==> src/rtl/ca6_pkg.sv <==
// ca6_pkg: shared definitions for the ca6 Taylor-series sine block.
//   - state_t   : controller FSM state encoding
//   - FRAC      : fractional bits of the Q8.8 datapath
//   - CFRAC     : fractional bits of the Q0.16 coefficient ROM
//   - C1..C3    : 1/3!, 1/(4*5), 1/(6*7) as Q0.16 magnitudes
//   - coef_rom  : term index k (1..3) -> coefficient
package ca6_pkg;

    localparam int N_TERMS_DEF = 4;
    localparam int W_DEF       = 16;
    localparam int FRAC        = 8;
    localparam int CFRAC       = 16;

    localparam logic [15:0] C1 = 16'h2AAB;  // 1/6
    localparam logic [15:0] C2 = 16'h0CCD;  // 1/20
    localparam logic [15:0] C3 = 16'h0618;  // 1/42

    typedef enum logic [2:0] {
        S_IDLE = 3'd0,
        S_LOAD = 3'd1,
        S_SQR  = 3'd2,
        S_MUL  = 3'd3,
        S_SCL  = 3'd4,
        S_DONE = 3'd5
    } state_t;

    // Each coefficient already folds in the two new factorial factors, so
    // term_k = -term_(k-1) * x^2 * c_k stays a single multiply per stage.
    function automatic logic [15:0] coef_rom(input logic [1:0] k);
        logic [15:0] c;
        case (k)
            2'd1:    c = C1;
            2'd2:    c = C2;
            2'd3:    c = C3;
            default: c = 16'h0000;
        endcase
        return c;
    endfunction

endpackage

==> src/rtl/ca6_datapath.sv <==
// ca6_datapath: registers, shared signed multiplier, coefficient ROM and
// accumulator for the Taylor-series sine.
// Ports:
//   clk, rst_n : clock, asynchronous active-low reset
//   state      : controller state, selects multiplier operands and updates
//   x          : Q8.8 angle, captured in LOAD
//   in_y       : Q0.8 bias, folded into the accumulator in LOAD
//   k_last     : high while the stage index is on the final term
//   out_ans    : Q8.8 result, written when the final term is accumulated
module ca6_datapath
    import ca6_pkg::*;
#(
    parameter int N_TERMS = N_TERMS_DEF,
    parameter int W       = W_DEF
) (
    input  logic         clk,
    input  logic         rst_n,
    input  state_t       state,
    input  logic [W-1:0] x,
    input  logic [7:0]   in_y,
    output logic         k_last,
    output logic [W-1:0] out_ans
);

    localparam logic [1:0] K_LAST = 2'(N_TERMS - 1);

    logic signed [W-1:0]   x_r;
    logic signed [W-1:0]   x2;
    logic signed [W-1:0]   term;
    logic signed [W-1:0]   acc;
    logic [1:0]            k;

    logic signed [W-1:0]   mul_a;
    logic signed [W-1:0]   mul_b;
    logic signed [2*W-1:0] prod;
    logic signed [W-1:0]   res;

    // One multiplier serves all three product kinds; the operand pair is
    // chosen by the stage the controller is in.
    always_comb begin
        mul_a = '0;
        mul_b = '0;
        case (state)
            S_SQR: begin
                mul_a = x_r;
                mul_b = x_r;
            end
            S_MUL: begin
                mul_a = term;
                mul_b = x2;
            end
            S_SCL: begin
                mul_a = term;
                mul_b = W'($signed(coef_rom(k)));
            end
            default: ;
        endcase
    end

    assign prod = mul_a * mul_b;

    // Truncating arithmetic shift back to Q8.8; no rounding.
    always_comb begin
        if (state == S_SCL) begin
            res = W'(prod >>> CFRAC);
        end else begin
            res = W'(prod >>> FRAC);
        end
    end

    assign k_last = (k == K_LAST);

    always_ff @(posedge clk or negedge rst_n) begin
        if (!rst_n) begin
            x_r     <= '0;
            x2      <= '0;
            term    <= '0;
            acc     <= '0;
            k       <= '0;
            out_ans <= '0;
        end else begin
            case (state)
                S_LOAD: begin
                    x_r  <= x;
                    term <= x;
                    acc  <= x + {{(W-8){in_y[7]}}, in_y};
                    k    <= 2'd1;
                end
                S_SQR: begin
                    x2 <= res;
                end
                S_MUL: begin
                    term <= res;
                end
                S_SCL: begin
                    // Sign alternates every stage, so the new term is the
                    // negated scaled product and the accumulator subtracts it.
                    term <= -res;
                    acc  <= acc - res;
                    k    <= k + 2'd1;
                    if (k == K_LAST) begin
                        out_ans <= acc - res;
                    end
                end
                default: ;
            endcase
        end
    end

endmodule

==> src/rtl/ca6_sine_taylor.sv <==
// ca6_sine_taylor: iterative 4-term Taylor sine, out_ans = sin(x) + in_y.
// Ports:
//   start   : level request, sampled only in IDLE
//   clk     : clock, rising edge
//   x       : Q8.8 signed angle in radians, |x| <= pi (0x0324)
//   in_y    : Q0.8 signed bias added to the result
//   out_ans : Q8.8 signed result, held between computations
//   done    : result valid, held until start is seen low
//   rst_n   : asynchronous active-low reset
// Handshake: start is a level; one computation runs per start assertion,
// done stays high until start drops, and only then can a new start be seen.
module ca6_sine_taylor
    import ca6_pkg::*;
#(
    parameter int N_TERMS = N_TERMS_DEF,
    parameter int W       = W_DEF
) (
    input  logic         start,
    input  logic         clk,
    input  logic [W-1:0] x,
    input  logic [7:0]   in_y,
    output logic [W-1:0] out_ans,
    output logic         done,
    input  logic         rst_n
);

    // Controller state, kept as a named signal for observation.
    state_t state;
    logic   k_last;

    always_ff @(posedge clk or negedge rst_n) begin
        if (!rst_n) begin
            state <= S_IDLE;
            done  <= 1'b0;
        end else begin
            case (state)
                S_IDLE: begin
                    if (start) begin
                        state <= S_LOAD;
                    end
                end
                S_LOAD: state <= S_SQR;
                S_SQR:  state <= S_MUL;
                S_MUL:  state <= S_SCL;
                S_SCL: begin
                    if (k_last) begin
                        state <= S_DONE;
                        done  <= 1'b1;
                    end else begin
                        state <= S_MUL;
                    end
                end
                S_DONE: begin
                    // A held start keeps us here, so it cannot retrigger.
                    if (!start) begin
                        state <= S_IDLE;
                        done  <= 1'b0;
                    end
                end
                default: begin
                    state <= S_IDLE;
                    done  <= 1'b0;
                end
            endcase
        end
    end

    ca6_datapath #(
        .N_TERMS (N_TERMS),
        .W       (W)
    ) u_datapath (
        .clk     (clk),
        .rst_n   (rst_n),
        .state   (state),
        .x       (x),
        .in_y    (in_y),
        .k_last  (k_last),
        .out_ans (out_ans)
    );

endmodule

==> config.mk <==
export PLATFORM = sky130hd
export DESIGN_NAME = ca6_sine_taylor
export DESIGN_NICKNAME = d
export VERILOG_FILES = /design/src/rtl/ca6_pkg.sv /design/src/rtl/ca6_datapath.sv /design/src/rtl/ca6_sine_taylor.sv
export SDC_FILE = /design/constraint.sdc
export NUM_CORES = 1
export LEC_CHECK = 0
export CAP_MARGIN = 25
export CORE_MARGIN = 4
export CORE_UTILIZATION = 55
export CTS_BUF_LIST = sky130_fd_sc_hd__clkbuf_8
export CTS_CLUSTER_SIZE = 16
export DETAILED_ROUTE_END_ITERATION = 12
export GPL_ROUTABILITY_DRIVEN = 0
export PLACE_DENSITY = 0.79
export SYNTH_ARGS = -nofsm -noshare
export SYNTH_HDL_FRONTEND = slang
export SYNTH_SLANG_ARGS = --single-unit
==> constraint.sdc <==
create_clock -name clk -period 12.02 [get_ports clk]
set_input_delay 3.606 -clock clk [delete_from_list [all_inputs] [get_ports clk]]
set_output_delay 3.606 -clock clk [all_outputs]
set_load 0.005 [all_outputs]
==> impl_results.md, run 1 <==
- Status: finished, final reports clean
- DR vias: 14400
- CTS Buf Count: 9
- Adder and majority gate portion of the synthesized area: 0.405
- Wire per inst: just over 20 µm
- Setup bufs post-CTS: 0
- Final setup viols: 0
- Clk root buf: clkbuf_8
- Antenna cells: 0
- Starting Density: 0.562
- Crit path DAT: 11.62 ns
- Mapped Nets: about 2300
- Crit share post-route: 0.941
- CP Class: flop to flop
- Layout cells sized above 1: 0.0456
- Non-Filler Instances: around 2300
- Setup Skew: 0.0134 ns
- Mux cell area share after synthesis: 0.0183
- Synth top area share: 0.323
- Post-route ant nets: 0
- CTS tree: built
- FMAX: 0.0884 GHz
- # IOs: 44
- Largest cells by area after synthesis: fa_1, dfrtp_1, ha_1, inv_1, nand2_1
- Crit path top cell by count: fa_1
- Routed WL: between 40000 and 50000 µm
- Total GRT Usage: 0.294
- Post-synth top flop: dfrtp_1
- Synth Area per Inst: roughly 8.4 µm²
- Area grow syn2layout: 6.50%
- Worst-path maximum fanout: 29
- Filler instances: 2498
- Count of TritonRoute iterations in the first routing pass: 8
- Minimum clock period after layout: roughly 11 ns
- Number of synthesized register bits: 86
- Die W: about 180 µm
- Worst min path class: flop to flop
- Die height: roughly 180 µm
- Largest family of logic cells by synthesized area: adder cells
- Max incr delay on CP: 0.81 ns
- YS warnings: 0
- Synth Area in XOR/XNOR: 0.0397
- Post-DP HPWL: between 30000 and 40000 µm
- CP max-delay cell: a22oi_1
- Final slew viol count: 0
- Initial antenna violation count: 0
- CP endpoint kind: flop
- Min Hold Slack: around 0.49 ns
- # rows: between 60 and 70
- Post-Synth Simple-Gate Area: 0.157
- Post-synth top cells: inv_1, fa_1, nand2_1
- Clock buffer depth: 2
- Unique masters post-synth: between 70 and 80
- Max Cap Violations: 0
- Sequential-to-total area share from yosys stat: 0.132
- Clk Latency, worst-skew pair: roughly 0.38 ns
- Largest net degree at the start of global routing: just under 80
- Worst Setup Start Kind: flop
- Req. time, crit path: ~12 ns
- Worst path top cell family by delay: adder cells
- Post-Place Cells: 2319
- Worst-margin pin slew: around 1.2 ns
- Async S/R FF share, synth: 1.00
- CTS Sinks: between 80 and 90
- Unrepaired setup endpoints after global routing: no
- Synth area leader: fa_1
- Total Die Area: 0.0325 mm²
- Count leader, synth: inv_1
- Relative slew slack: 0.212
- Cell Area, Synth: approximately 0.016 mm²
- Endpoints failing hold: 0
- Total grt overflow: 0
- Iteration-0 DRC Markers: 1900
- Sum Neg Setup Slack: 0 ns
- Worst-path clk slew: 0.10 ns
- Number of global-route vias before repair: around 15000
- WP buf/inv: 5
- H-tree lvl count: 3
- Synth Area in Compound Gates: 0.149
- NumNets Final: around 2300
- Post-synth EDFFs: 0
- First-pass GRT wire length: 77300 µm
- Vias per cell: between 6 and 7
- Core area: 0.0290 mm²
- Buffers on Ports: 43
- Number of remaining DRC errors: 0
- Synth Instances: ~1900
timing repair:
| action | CTS | global route |
|---|---|---|
| endpoints found under the setup margin | 0 | 1 |
| hold buffers | 0 | 0 |
| resized for setup | 0 | 1 |
placed cells by master (no fill, tap or decap), types with 15 or more instances in the layout:
cell type,Yosys,layout
xor2_1,17,17
inv_1,335,336
a21o_1,16,16
clkdlybuf4s50_1,0,42
ha_1,105,105
a22o_1,15,15
a22oi_1,15,15
nor3_1,25,25
a211oi_1,16,16
buf_4,1,36
xnor2_1,57,57
nor2_1,212,210
dfrtp_1,86,85
o21a_1,16,16
o21ai_0,76,76
nand2_1,246,246
a21oi_1,89,89
nand3_1,30,30
mux2i_1,22,22
and2_1,15,15
fa_1,263,263
routing by layer:
layer  wire, µm  up-vias  GRT usage
li1           -     6262          -
met1      17600     7030      0.377
met2      22900      893      0.495
met3       5000      187     0.0622
met4       2210        0      0.110
met5          0        -          0
kinds of logic after synthesis:
logic type,Yosys count
AND/OR/NAND/NOR,596
multiplexers,29
flip-flops,86
XOR/XNOR,74
adder cells (fa/ha/maj),371
AO/OA/AOI/OAI,365
buffers and inverters,423
metrics by stage:
stage                      util  area [µm²]  setup slack, ns
after floorplan               -       16300             1.66
after global placement    0.591       17100            0.969
after detailed placement  0.591       17200            0.763
after CTS                 0.598       17400            0.696
after global routing      0.599       17400            0.147
final                     0.599       17400            0.712
flip-flops by register name (all words and copies together) (netlist names):
name                flops
u_datapath.acc         16
u_datapath.out_ans     16
u_datapath.term        16
u_datapath.x2          16
u_datapath.x_r         16
state                   3
u_datapath.k            2
done                    1
worst paths after layout:
path,start,endpoint,slack [ns],cells past startpoint
max in group asynchronous,rst_n,u_datapath.term[1],8.15,3
min reg2reg,u_datapath.out_ans[13],u_datapath.out_ans[13],0.49,2
min,u_datapath.out_ans[13],u_datapath.out_ans[13],0.49,2
max,state[2],u_datapath.out_ans[15],0.71,35
min in group asynchronous,rst_n,u_datapath.out_ans[3],3.05,1
max reg2reg,state[2],u_datapath.out_ans[15],0.71,35
worst reg2reg max path: cells and delay by family (launching register included):
family	cells	cell delay, ns
buffers and inverters	5	0.52
AOI/OAI and AO/OA	12	3.56
DFF	1	0.68
adders and majority gates	8	4.02
and+or+nand+nor	9	2.02
xor gates and xnor gates	1	0.44
final cells by class:
type | count | area, µm² | share of cell area
Multi-Input combinational cell | 1435 | 12600 | 0.723
Sequential cell | 86 | 2150 | 0.124
Inverter | 336 | 1260 | 0.0726
Timing Repair Buffer | 79 | 718 | 0.0413
Tap cell | 384 | 480 | 0.0276
Clock buffer | 10 | 138 | 0.00792
Clock inverter | 5 | 60.1 | 0.00346
Power of run 1 is left out: the tool's default activity adds up to more than one toggle a clock period on the data nets, which glitch-free logic cannot reach.
==> run 2: changes to the inputs <==
--- a/config.mk
+++ b/config.mk
@@ -5,6 +5,7 @@
 export SDC_FILE = /design/constraint.sdc
 export NUM_CORES = 1
 export LEC_CHECK = 0
+export ABC_AREA = 1
 export CAP_MARGIN = 25
 export CORE_MARGIN = 4
 export CORE_UTILIZATION = 55
==> run 2 against run 1 <==
Clock skew fell by 0.0040 ns. Largest cell class unchanged. Critical path depth rose by 14. Maximum frequency rose by 15%. Non-clock buffer count fell by 16. Design area rose by 2.7%. Sequential cell count did not move. Global-route usage fell by 0.39 points. Core utilization fell by 0.34 points. Sequential share of layout area fell by 0.33 points.
==> impl_results.md, run 2 <==
- Endpoints failing hold: 0 (unchanged)
- Worst-margin pin slew: 0.987 ns (was 1.18 ns)
- Post-synth EDFFs: 0 (unchanged)
- Final setup viols: 0 (unchanged)
- Initial antenna violation count: 1 (was 0)
- Worst-path clk slew: 0.10 ns (about the same)
- Number of remaining DRC errors: 0 (unchanged)
- Synth top area share: 0.312 (was 0.323)
- Worst reg2reg path startpoint: state[1] (was state[2])
- WL met1: 17900 µm (was 17600 µm)
- Async S/R FF share, synth: 1.00 (unchanged)
- Core area: 0.0300 mm² (was 0.0290 mm²)
- Number of synthesized register bits: 86 (unchanged)
- WP buf/inv: 14 (was 5)
- Starting Density: 0.563 (was 0.562)
- Relative slew slack: 0.340 (was 0.212)
- Mapped Nets: 2696 (was 2339)
- Setup bufs post-CTS: 0 (unchanged)
- Crit path DAT: 10.13 ns (was 11.62 ns)
- Minimum clock period after layout: 9.86 ns (was 11.31 ns)
- CTS Sinks: 86 (unchanged)
- Post-synth top flop: dfrtp_1 (unchanged)
- Post-synth top cells: inv_1, nand2_1, fa_1 (was inv_1, fa_1, nand2_1)
- CP Class: flop to flop (unchanged)
- Total grt overflow: 0 (unchanged)
- Number of global-route vias before repair: 15600 (was 14900)
- Most frequent cells in the layout: inv_1, nand2_1, fa_1 (was inv_1, fa_1, nand2_1)
- CP Depth: 49 (was 35)
- Unrepaired setup endpoints after global routing: no (unchanged)
- Crit path top cell by count: inv_1 (was fa_1)
- Post-DP HPWL: 38700 µm (was 38500 µm)
- Die W: 183 µm (was 180 µm)
- First-pass GRT wire length: 78500 µm (was 77300 µm)
- Vias per cell: 5.56 (was 6.16)
- Unique masters post-synth: 52 (was 77)
- Worst-path maximum fanout: 36 (was 29)
- Total Die Area: 0.0335 mm² (was 0.0325 mm²)
- Antenna cells: 0 (unchanged)
- NumNets Final: 2706 (was 2342)
- Setup Skew: 0.00941 ns (was 0.0134 ns)
- Largest cells by area after synthesis: fa_1, inv_1, dfrtp_1, nand2_1, ha_1 (was fa_1, dfrtp_1, ha_1, inv_1, nand2_1)
- CTS tree: built (unchanged)
- Layout cells sized above 1: 0.0544 (was 0.0456)
- CP max-delay cell: nand3_1 (was a22oi_1)
- Routed WL: 47200 µm (was 47700 µm)
- Die height: 183 µm (was 180 µm)
- # IOs: 44 (unchanged)
- Footprint of the multi-input gates: 0.0121 mm² (was 0.0126 mm²)
- Final slew viol count: 0 (unchanged)
- Commonest non-fill, non-tap cell in the layout: inv_1 (unchanged)
- Worst Setup EP: u_datapath.acc[14] (was u_datapath.out_ans[15])
- Crit share post-route: 0.820 (was 0.941)
- Filler instances: 2738 (was 2498)
- Uppermost layer routed: met5 (was met4)
- Synth area leader: fa_1 (unchanged)
- Buffers on Ports: 43 (unchanged)
- Reg-to-Reg End: u_datapath.acc[14] (was u_datapath.out_ans[15])
- Largest net degree at the start of global routing: 49 (was 77)
- Sequential-to-total area share from yosys stat: 0.128 (was 0.132)
- Worst-case reg-to-reg path depth: 49 (was 35)
- Cell Area, Synth: 0.0169 mm² (was 0.0163 mm²)
- Area grow syn2layout: 5.77% (was 6.50%)
- R2R Setup Slk: 2.16 ns (was 0.71 ns)
- Sum Neg Setup Slack: 0 ns (unchanged)
- Status: finished, final reports clean (unchanged)
- CTS Buf Count: 9 (unchanged)
- Met2 wire len: 22400 µm (was 22900 µm)
- Total GRT Usage: 0.290 (was 0.294)
- Count of TritonRoute iterations in the first routing pass: 7 (was 8)
- Post_cts resized: 0 (unchanged)
- Worst min path class: flop to flop (unchanged)
- FMAX: 0.101 GHz (was 0.0884 GHz)
- Worst path top cell family by delay: adder cells (unchanged)
- # rows: 63 (was 62)
- CP endpoint kind: flop (unchanged)
- DR vias: 15100 (was 14400)
- Synth Area per Inst: 7.33 µm² (was 8.39 µm²)
- Clock buffer depth: 2 (unchanged)
- Req. time, crit path: 12.29 ns (was 12.33 ns)
- H-tree lvl count: 3 (unchanged)
- CP startpoint: state[1] (was state[2])
- Max Cap Violations: 0 (unchanged)
- Wire per inst: 17.4 µm (was 20.4 µm)
- Clk Latency, worst-skew pair: 0.38 ns (about the same)
- Met3 Wirelength: 4950 µm (was 5000 µm)
- Worst Setup Start Kind: flop (unchanged)
- Iteration-0 DRC Markers: 1417 (was 1900)
- Sequential cell area: 0.00215 mm² (about the same)
- Max incr delay on CP: 0.70 ns (was 0.81 ns)
- Clk root buf: clkbuf_8 (unchanged)
- Synth Instances: 2301 (was 1944)
- Count leader, synth: inv_1 (unchanged)
- Post-route ant nets: 0 (unchanged)
- Hold buffers post-CTS: 0 (unchanged)
- YS warnings: 0 (unchanged)
## run 2: cells by family (layout without fill, tap and decap cells)
group	after synthesis	count (layout)	share of synthesized area
xor gates and xnor gates	30	30	0.0156
AOI/OAI and AO/OA	236	236	0.0791
and+or+nand+nor	902	902	0.233
buffers and inverters	679	694	0.154
DFF	86	86	0.128
adders and majority gates	368	368	0.390
## run 2: worst register-to-register path, delay by kind of cell, from the launching register on
family	cells	cell delay, ns
DFF	1	0.62
and+or+nand+nor	23	3.26
AOI/OAI and AO/OA	3	0.43
buffers and inverters	14	1.35
adders and majority gates	9	4.06
## run 2: metrics by stage
| step | hold WS [ns] | util | setup WS, ns | instance area (µm²) | cells |
|---|---|---|---|---|---|
| global placement | 0.466 | 0.589 | 2.62 | 17700 | 2690 |
| CTS | 0.490 | 0.596 | 2.36 | 17800 | 2706 |
| detailed placement | 0.464 | 0.589 | 2.39 | 17700 | 2690 |
| floorplan | 0.449 | - | 3.83 | 16900 | 2301 |
| global route | 0.513 | 0.596 | 1.48 | 17800 | 2706 |
| finish | 0.484 | 0.596 | 2.16 | 17800 | 2706 |
## run 2: how the worst min path moves through the flow
| stage | startpoint | to | depth (start not counted) |
|---|---|---|---|
| after floorplan | u_datapath.x_r[3] | u_datapath.x_r[3] | 2 |
| after global placement | u_datapath.out_ans[1] | u_datapath.out_ans[1] | 2 |
| after detailed placement | u_datapath.out_ans[2] | u_datapath.out_ans[2] | 2 |
| after CTS | u_datapath.out_ans[2] | u_datapath.out_ans[2] | 2 |
| after global routing | u_datapath.out_ans[12] | u_datapath.out_ans[12] | 2 |
| final | u_datapath.out_ans[2] | u_datapath.out_ans[2] | 2 |
## run 2: area by class of cell
class,count,share of cell area
multi-input combinational,1536,0.679
sequential,86,0.121
clock inverter,7,0.00358
timing repair buffer,63,0.0324
inverter,615,0.130
clock buffer,9,0.00694
tap,390,0.0273
## run 2: metal layers
| layer | vias to the layer above | GRT usage |
|---|---|---|
| met1 | 7205 | 0.375 |
| met2 | 807 | 0.480 |
| li1 | 6874 | - |
| met5 | - | 0 |
| met4 | 2 | 0.105 |
| met3 | 162 | 0.0686 |
Power of run 2 is left out for the same reason.
